**src/rtl/dmem_port_arbiter_pkg.sv**
```systemverilog
// Shared types for the data-memory port 1 arbiter.
// Load/store type codes and memory sizing stay in the common defs header.
package dmem_port_arbiter_pkg;

  typedef logic [3:0] mem_type_t;

  // Which requester issued the read whose data returns next cycle.
  typedef enum logic {
    OWNER_A = 1'b0,
    OWNER_B = 1'b1
  } owner_e;

  function automatic int cnt_width(input int limit);
    return (limit < 1) ? 1 : $clog2(limit + 1);
  endfunction

endpackage

```
**src/rtl/dmem_port_arbiter_if.sv**
```systemverilog
// Requester-side and memory-side bundles for the port 1 arbiter.
// The requester bundle carries a full access request plus its grant and load return.
import dmem_port_arbiter_pkg::*;

interface dmem_req_if #(
  parameter int ADDR_W = 64,
  parameter int DATA_W = 64
);
  logic              req;
  logic              we;
  logic [ADDR_W-1:0] addr;
  logic [DATA_W-1:0] wdata;
  mem_type_t         loadtype;
  mem_type_t         storetype;
  logic              gnt;
  logic              rvalid;
  logic [DATA_W-1:0] rdata;

  modport master (
    output req, we, addr, wdata, loadtype, storetype,
    input  gnt, rvalid, rdata
  );

  modport slave (
    input  req, we, addr, wdata, loadtype, storetype,
    output gnt, rvalid, rdata
  );
endinterface

interface dmem_mem_if #(
  parameter int ADDR_W = 64,
  parameter int DATA_W = 64
);
  logic              read_en;
  logic              write_en;
  logic [ADDR_W-1:0] addr;
  logic [DATA_W-1:0] wdata;
  mem_type_t         loadtype;
  mem_type_t         storetype;
  logic [DATA_W-1:0] rdata;

  // The arbiter is the master; DataMemory port 1 is the slave.
  modport master (
    output read_en, write_en, addr, wdata, loadtype, storetype,
    input  rdata
  );

  modport slave (
    input  read_en, write_en, addr, wdata, loadtype, storetype,
    output rdata
  );
endinterface

```
**src/rtl/dmem_port_arbiter_req_mux.sv**
```systemverilog
// Combinational field mux: forwards the granted requester's access fields,
// or all zeros when nobody holds the grant.
import dmem_port_arbiter_pkg::*;

module dmem_req_mux #(
  parameter int ADDR_W = 64,
  parameter int DATA_W = 64
) (
  input  logic              a_sel,
  input  logic              a_we,
  input  logic [ADDR_W-1:0] a_addr,
  input  logic [DATA_W-1:0] a_wdata,
  input  mem_type_t         a_loadtype,
  input  mem_type_t         a_storetype,
  input  logic              b_sel,
  input  logic              b_we,
  input  logic [ADDR_W-1:0] b_addr,
  input  logic [DATA_W-1:0] b_wdata,
  input  mem_type_t         b_loadtype,
  input  mem_type_t         b_storetype,
  output logic              active,
  output logic              we,
  output logic [ADDR_W-1:0] addr,
  output logic [DATA_W-1:0] wdata,
  output mem_type_t         loadtype,
  output mem_type_t         storetype
);

  always_comb begin
    active    = 1'b0;
    we        = 1'b0;
    addr      = '0;
    wdata     = '0;
    loadtype  = '0;
    storetype = '0;
    if (a_sel) begin
      active    = 1'b1;
      we        = a_we;
      addr      = a_addr;
      wdata     = a_wdata;
      loadtype  = a_loadtype;
      storetype = a_storetype;
    end else if (b_sel) begin
      active    = 1'b1;
      we        = b_we;
      addr      = b_addr;
      wdata     = b_wdata;
      loadtype  = b_loadtype;
      storetype = b_storetype;
    end
  end

endmodule

```
**src/rtl/dmem_port_arbiter.sv**
```systemverilog
// Shares DataMemory port 1 between the core LSU (A) and the DMA/debug loader (B):
// fixed priority to A, a starvation guard for B, and routing of load data to its issuer.
import dmem_port_arbiter_pkg::*;

module dmem_port_arbiter #(
  parameter int ADDR_W       = 64,
  parameter int DATA_W       = 64,
  parameter int STARVE_LIMIT = 4
) (
  input logic         clock1,
  input logic         rst,
  dmem_req_if.slave   a,
  dmem_req_if.slave   b,
  dmem_mem_if.master  mem
);

  localparam int CNT_W = cnt_width(STARVE_LIMIT);
  localparam logic [CNT_W-1:0] CNT_MAX = CNT_W'(STARVE_LIMIT);

  logic [CNT_W-1:0] starve_cnt;
  logic             rd_pend;
  owner_e           rd_owner;

  logic b_force;
  logic a_gnt;
  logic b_gnt;
  logic sel_active;
  logic sel_we;

  function automatic logic [CNT_W-1:0] sat_inc(input logic [CNT_W-1:0] v);
    return (v == CNT_MAX) ? v : v + CNT_W'(1);
  endfunction

  // Grant is combinational from the live requests and the denial count.
  always_comb begin
    b_force = b.req && (starve_cnt == CNT_MAX);
    a_gnt   = a.req && !rst && !b_force;
    b_gnt   = b.req && !rst && !a_gnt;
  end

  assign a.gnt = a_gnt;
  assign b.gnt = b_gnt;

  dmem_req_mux #(
    .ADDR_W (ADDR_W),
    .DATA_W (DATA_W)
  ) u_mux (
    .a_sel       (a_gnt),
    .a_we        (a.we),
    .a_addr      (a.addr),
    .a_wdata     (a.wdata),
    .a_loadtype  (a.loadtype),
    .a_storetype (a.storetype),
    .b_sel       (b_gnt),
    .b_we        (b.we),
    .b_addr      (b.addr),
    .b_wdata     (b.wdata),
    .b_loadtype  (b.loadtype),
    .b_storetype (b.storetype),
    .active      (sel_active),
    .we          (sel_we),
    .addr        (mem.addr),
    .wdata       (mem.wdata),
    .loadtype    (mem.loadtype),
    .storetype   (mem.storetype)
  );

  assign mem.read_en  = sel_active && !sel_we;
  assign mem.write_en = sel_active && sel_we;

  // Issue stage -> return stage: remember whether a read went out and for whom.
  always_ff @(posedge clock1 or posedge rst) begin
    if (rst) begin
      starve_cnt <= '0;
      rd_pend    <= 1'b0;
      rd_owner   <= OWNER_A;
    end else begin
      rd_pend  <= mem.read_en;
      rd_owner <= b_gnt ? OWNER_B : OWNER_A;
      if (b.req && !b_gnt) begin
        starve_cnt <= sat_inc(starve_cnt);
      end else begin
        starve_cnt <= '0;
      end
    end
  end

  assign a.rvalid = rd_pend && (rd_owner == OWNER_A);
  assign b.rvalid = rd_pend && (rd_owner == OWNER_B);
  assign a.rdata  = a.rvalid ? mem.rdata : '0;
  assign b.rdata  = b.rvalid ? mem.rdata : '0;

  grant_onehot: assert property (@(posedge clock1) disable iff (rst) !(a_gnt && b_gnt));

endmodule

```
**src/flat_wrapper.sv**
```systemverilog
// flat-port wrapper written by rule: the top's interface ports become plain ports
module dmem_port_arbiter_flat 
#(
  parameter int ADDR_W       = 64,
  parameter int DATA_W       = 64,
  parameter int STARVE_LIMIT = 4
)
  (clock1, rst, a_req, a_we, a_addr, a_wdata, a_loadtype, a_storetype, a_gnt, a_rvalid, a_rdata, b_req, b_we, b_addr, b_wdata, b_loadtype, b_storetype, b_gnt, b_rvalid, b_rdata, mem_read_en, mem_write_en, mem_addr, mem_wdata, mem_loadtype, mem_storetype, mem_rdata);
  dmem_req_if #(.ADDR_W(ADDR_W), .DATA_W(DATA_W)) a_i ();
  dmem_req_if #(.ADDR_W(ADDR_W), .DATA_W(DATA_W)) b_i ();
  dmem_mem_if #(.ADDR_W(ADDR_W), .DATA_W(DATA_W)) mem_i ();
  input logic clock1;
  input logic rst;
  input wire logic [$bits(a_i.req)-1:0] a_req;
  input wire logic [$bits(a_i.we)-1:0] a_we;
  input wire logic [$bits(a_i.addr)-1:0] a_addr;
  input wire logic [$bits(a_i.wdata)-1:0] a_wdata;
  input wire logic [$bits(a_i.loadtype)-1:0] a_loadtype;
  input wire logic [$bits(a_i.storetype)-1:0] a_storetype;
  output wire logic [$bits(a_i.gnt)-1:0] a_gnt;
  output wire logic [$bits(a_i.rvalid)-1:0] a_rvalid;
  output wire logic [$bits(a_i.rdata)-1:0] a_rdata;
  input wire logic [$bits(b_i.req)-1:0] b_req;
  input wire logic [$bits(b_i.we)-1:0] b_we;
  input wire logic [$bits(b_i.addr)-1:0] b_addr;
  input wire logic [$bits(b_i.wdata)-1:0] b_wdata;
  input wire logic [$bits(b_i.loadtype)-1:0] b_loadtype;
  input wire logic [$bits(b_i.storetype)-1:0] b_storetype;
  output wire logic [$bits(b_i.gnt)-1:0] b_gnt;
  output wire logic [$bits(b_i.rvalid)-1:0] b_rvalid;
  output wire logic [$bits(b_i.rdata)-1:0] b_rdata;
  output wire logic [$bits(mem_i.read_en)-1:0] mem_read_en;
  output wire logic [$bits(mem_i.write_en)-1:0] mem_write_en;
  output wire logic [$bits(mem_i.addr)-1:0] mem_addr;
  output wire logic [$bits(mem_i.wdata)-1:0] mem_wdata;
  output wire logic [$bits(mem_i.loadtype)-1:0] mem_loadtype;
  output wire logic [$bits(mem_i.storetype)-1:0] mem_storetype;
  input wire logic [$bits(mem_i.rdata)-1:0] mem_rdata;
  assign a_i.req = a_req;
  assign a_i.we = a_we;
  assign a_i.addr = a_addr;
  assign a_i.wdata = a_wdata;
  assign a_i.loadtype = a_loadtype;
  assign a_i.storetype = a_storetype;
  assign a_gnt = a_i.gnt;
  assign a_rvalid = a_i.rvalid;
  assign a_rdata = a_i.rdata;
  assign b_i.req = b_req;
  assign b_i.we = b_we;
  assign b_i.addr = b_addr;
  assign b_i.wdata = b_wdata;
  assign b_i.loadtype = b_loadtype;
  assign b_i.storetype = b_storetype;
  assign b_gnt = b_i.gnt;
  assign b_rvalid = b_i.rvalid;
  assign b_rdata = b_i.rdata;
  assign mem_read_en = mem_i.read_en;
  assign mem_write_en = mem_i.write_en;
  assign mem_addr = mem_i.addr;
  assign mem_wdata = mem_i.wdata;
  assign mem_loadtype = mem_i.loadtype;
  assign mem_storetype = mem_i.storetype;
  assign mem_i.rdata = mem_rdata;
  dmem_port_arbiter #(.ADDR_W(ADDR_W), .DATA_W(DATA_W), .STARVE_LIMIT(STARVE_LIMIT)) u_core (.clock1(clock1), .rst(rst), .a(a_i), .b(b_i), .mem(mem_i));
endmodule
```
**config.mk**
```make
export PLATFORM = sky130hd
export DESIGN_NAME = dmem_port_arbiter_flat
export DESIGN_NICKNAME = d
export VERILOG_FILES = /design/src/rtl/dmem_port_arbiter_pkg.sv /design/src/rtl/dmem_port_arbiter_if.sv /design/src/rtl/dmem_port_arbiter_req_mux.sv /design/src/rtl/dmem_port_arbiter.sv /design/src/flat_wrapper.sv
export SDC_FILE = /design/constraint.sdc
export NUM_CORES = 1
export LEC_CHECK = 0
export CAP_MARGIN = 20
export CORE_AREA = 2 2 239 241
export DETAILED_ROUTE_END_ITERATION = 7
export DIE_AREA = 0 0 241 243
export GPL_TIMING_DRIVEN = 0
export PLACE_DENSITY_LB_ADDON = 0.25
export SLEW_MARGIN = 20
export SYNTH_ARGS = -nofsm -noshare
export SYNTH_HDL_FRONTEND = slang
export SYNTH_SLANG_ARGS = --single-unit
```
**constraint.sdc**
```tcl
create_clock -name clock1 -period 3.1 [get_ports clock1]
set_input_delay 0.62 -clock clock1 [delete_from_list [all_inputs] [get_ports clock1]]
set_output_delay 0.62 -clock clock1 [all_outputs]
set_load 0.01 [all_outputs]
```
* Word level (Yosys, flattened, before mapping)
Index checks and enable logic that the tools add are counted.
Word-level totals: input port bits 342, word-level logic and storage cells 38, register bits after elaboration 5, output and inout bits 270
Cells by class: eq/ne operators 2, mux-type cells 16, bitwise gates (word level) 1, reduce and logical (&&, ||, !) cells 15, $add $sub $neg 1
Operator list (count):
- $mux 64 | 6
- $mux 4 | 4
- $logic_and 1x1->1 | 10
- $mux 3 | 2
- $logic_not 1->1 | 5
- $mux 1 | 4
- $add 3x1->3 const B | 1
- $eq 3x3->1 const B | 1
- $ne 2x2->1 const B | 1
- $not 1->1 | 1

* Depth between registers and ports, before layout
word-level depth 10, mapped depth 7, mapped depth without buffers 5

* Modules after synthesis
A second synthesis with hierarchy kept.
Second synthesis, totals: cell total of the unflattened synthesis 349, area total of the unflattened synthesis 2620.0 um2
Modules (own cells, without submodules):
- dmem_req_mux | times used 1, area an instance 1416.4 um2, cells an instance 174
- dmem_port_arbiter | times used 1, area an instance 1203.7 um2, cells an instance 175

* Least setup slack after synthesis
Ideal clock, no wire load.
path kind flip-flop to output port, start register u_core.starve_cnt[0], end output port mem_addr[34], slack 0.944 ns, arrival time 1.536 ns, required time 2.480 ns, stages on the path, launching flop included 8, cells stage by stage dfrtp_1 > inv_1 > ha_1 > and3_1 > nor3b_2 > buf_4 > buf_4 > a22o_1
Between the ends: word-level cells in the longest chain between the ends 8
RTL lines:
- from (decl) | RTL line dmem_port_arbiter.sv:20 | logic [CNT_W-1:0] starve_cnt;
- from (signal assigned) | RTL line dmem_port_arbiter.sv:81 | starve_cnt <= sat_inc(starve_cnt);
- $eq 3x3->1 * | RTL line dmem_port_arbiter.sv:36 | b_force = b.req && (starve_cnt == CNT_MAX);
- $logic_and 1x1->1 * | RTL line dmem_port_arbiter.sv:36
- $logic_not 1->1 * | RTL line dmem_port_arbiter.sv:37 | a_gnt = a.req && !rst && !b_force;
- $logic_and 1x1->1 * | RTL line dmem_port_arbiter.sv:37
- $logic_not 1->1 | RTL line dmem_port_arbiter.sv:38 | b_gnt = b.req && !rst && !a_gnt;
- $logic_and 1x1->1 | RTL line dmem_port_arbiter.sv:38
- $mux 64 | RTL line dmem_port_arbiter_req_mux.sv:43 | end else if (b_sel) begin
- $mux 64 * | RTL line dmem_port_arbiter_req_mux.sv:36 | if (a_sel) begin
- to (decl) | RTL line flat_wrapper.sv:34 | output wire logic [$bits(mem_i.addr)-1:0] mem_addr;
Every way passes the cells marked *; elsewhere a longest branch is shown, timed or not.

* Worst setup path after layout
start register u_core.starve_cnt[0], end output port mem_wdata[51]
Between the ends: word-level cells in the longest chain between the ends 8
RTL lines:
- $eq 3x3->1 * | RTL line dmem_port_arbiter.sv:36
- $logic_and 1x1->1 * | RTL line dmem_port_arbiter.sv:36
- $logic_not 1->1 * | RTL line dmem_port_arbiter.sv:37
- $logic_and 1x1->1 * | RTL line dmem_port_arbiter.sv:37
- $logic_not 1->1 | RTL line dmem_port_arbiter.sv:38
- $logic_and 1x1->1 | RTL line dmem_port_arbiter.sv:38
- $mux 64 | RTL line dmem_port_arbiter_req_mux.sv:43
- $mux 64 * | RTL line dmem_port_arbiter_req_mux.sv:36
- to (decl) | RTL line flat_wrapper.sv:35 | output wire logic [$bits(mem_i.wdata)-1:0] mem_wdata;
Marks and branches as above.

==> metrics <==
FF-to-FF setup slack approximately 1500 ps; maximum vdd ir drop 0.000157 V; R2R cell count 7; maximum clock path buffer count 2; Slew Viols, Final 0; crit path time final 3020 ps; clock slew at reported path FFs ~30 ps; ys flop type dfrtp_1; DP HPWL around 32000 um; fill count 6458; RSZ-0062 raised after global routing false; CP Buf/Inv Count 5; Synth Register Bits 5; Area growth syn-to-layout 288%; # setup viols final 0; die extent in x about 240 um; Seq/Total Area, Yosys under 10%; total number of vias about 5.6k; Post-Syn Nets 693; reg2reg start u_core.starve_cnt[0]; area share of the largest cell type after synthesis between 40 and 50%; fin crit share between 90% and 100%; Clk Latency, worst-skew pair 230 ps; Die Y roughly 240 um; final wirelength 35200 um; status completed; synthesized cell area ~2500 um^2; Max Fclk roughly 0.33 GHz; CTS sink cnt 5; clock root buffer clkbuf_16; static leakage between 4 and 5 nW; syn avg cell area roughly 7.3 um^2; worst reg2reg endpoint u_core.starve_cnt[2]; IO Port Bufs about 610; CP startpoint kind register; synth warn 0; largest cells by area after synthesis a22o_1 (47%), and2_1 (16%), and3_1 (16%); Mapped Cells around 350; worst path required time approximately 2500 ps; slew of the pin with the lowest slew margin 559 ps; top cell family by delay on the critical path buffers and inverters; # DRC 0; count leader, synth a22o_1; Max-cap violations 0; vias in the first global route between 5k and 6k; TritonCTS clock tree built; DR pass1 iterations 4; hold crit path type input port to async pin; Netlist cell types 20; global-route wire length before repair between 40000 and 50000 um; Relative slew margins a little over three fifths; num rows slightly below 90; initial drt markers 99; CP max stage delay 530 ps; Power Dens Cells 150 nW/um^2; slowest cell on the critical path clkdlybuf4s50_1; CP Cell Sequence inv_1, ha_4, and3_4, nor3b_4, buf_6, buf_12, buf_8, a22o_1, clkdlybuf4s50_1; final hold vios 0; GRT Util Overall between 10% and 20%; final RePlAce weighted congestion around 0.84; H-Tree Depth 1; ys async rst share 100%; Post-synth EDFFs 0; hold slack 557 ps; Initial Util under 10%; fraction of final layout cells sized beyond drive strength 1 under 10%; initial antenna violation count 7; die area just under 60000 um^2; Avg Vias per Cell between 3 and 4; setup TNS 0 ps; Setup crit end kind output pin; most area-hungry cell type in the Yosys netlist a22o_1; CP Data Arrival Time 2400 ps; IO Pins a little over 600; crit path max fanout 10; drt wl/cell ~20 um; largest net degree at the start of global routing 12; antenna viol nets, final 0; Layout Skew about 1.6 ps; critical path class register to output pin; synth cell count leaders a22o_1 (137), and2_1 (65), and3_1 (65), clkbuf_1 (23); Num CTS Buffers 3; fin nets 1313; remaining global-route overflow 0; core area 56000 um^2
## cell families (layout without fill, tap and decap cells)
kind of cell	count (synthesis)	after routing	share of synthesized area (%)
fa+ha+maj	2	2	0.982
flops	5	5	4.91
buf+inv	55	674	10.8
other cells	0	1	0
compound gates	143	143	48.6
simple gates	144	144	34.7
## worst max-delay path by stage
stage / slack, ps / to / from / cells after the start
after floorplan: 940 / mem_addr[34] / u_core.starve_cnt[0] / 7
after global placement: -980 / mem_addr[14] / b_req / 7
after detailed placement: -1000 / mem_addr[14] / b_req / 7
after CTS: 1 / mem_addr[36] / rst / 8
after global routing: 0.9 / mem_addr[55] / rst / 7
final: 80 / mem_wdata[51] / u_core.starve_cnt[0] / 9
## registers in the layout, summed over array words and instances (netlist names)
signal	count
u_core.rd_owner	1
u_core.rd_pend	1
u_core.starve_cnt	3
## final cells by class
class,count,area [um^2],area share (%)
Tap cell,756,946,9.57
Sequential cell,5,125,1.27
Timing Repair Buffer,615,6120,61.9
Buffer,51,399,4.04
Multi-Input combinational cell,289,2200,22.2
Inverter,4,15.0,0.152
Clock buffer,4,78.8,0.797
Antenna cell,1,2.50,0.0253
## metal layers
metal	vias to the layer above	track usage, %	share of wire [%]
met5	-	0	0.19
met4	10	1.25	0.63
met3	18	3.18	9.7
met2	398	22.1	53
met1	2550	11.3	36
li1	2594	-	-
## where the power goes
group | switching (mW) | internal, mW | total, mW
logic | 0.471 | 0.727 | 1.20
registers | 0.00395 | 0.0696 | 0.0736
clock network | 0.0419 | 0.170 | 0.212
total | 0.517 | 0.967 | 1.48
## metrics by stage
stage	power (mW)	worst slack, ps	cell area [um^2]	cells	util, %
detailed placement	1.31	-1000	9610	1716	17.2
CTS	1.51	1.02	9780	1723	17.5
finish	1.48	76.8	9890	1725	17.7
global route	1.56	0.908	9890	1724	17.7
floorplan	0.388	944	2550	349	-
global placement	1.30	-983	9610	1716	17.2
## layout by cell type, fill, tap and decap left out, types with 2 or more instances in the layout
cell             synthesis  routed
a22o_1                 137     137
and2_1                  65      65
and3_1                  65      64
buf_12                   0       3
buf_2                   14      10
buf_4                   14      14
buf_6                    0       6
buf_8                    0       7
clkbuf_1                23      19
clkbuf_16                0       3
clkbuf_2                 0       5
clkdlybuf4s15_1          0       4
clkdlybuf4s15_2          0       9
clkdlybuf4s50_1          0     492
dfrtp_1                  5       5
dlygate4sd2_1            0      71
dlymetal6s2s_1           0      25
inv_1                    4       4
nand2_1                  6       6
nand3_1                  2       2
o21ai_0                  2       2
o22ai_1                  2       2
## what timing repair did
| action | in CTS | in global routing |
|---|---|---|
| endpoints found under the setup margin | 190 | 38 |
| setup buffers | 2 | 1 |
| gates cloned | 1 | 0 |
| hold buffers | 0 | 0 |
| pin swaps | 2 | 0 |
| resized for setup | 204 | 32 |
No activity file was read; power rests on OpenSTA's default activity.
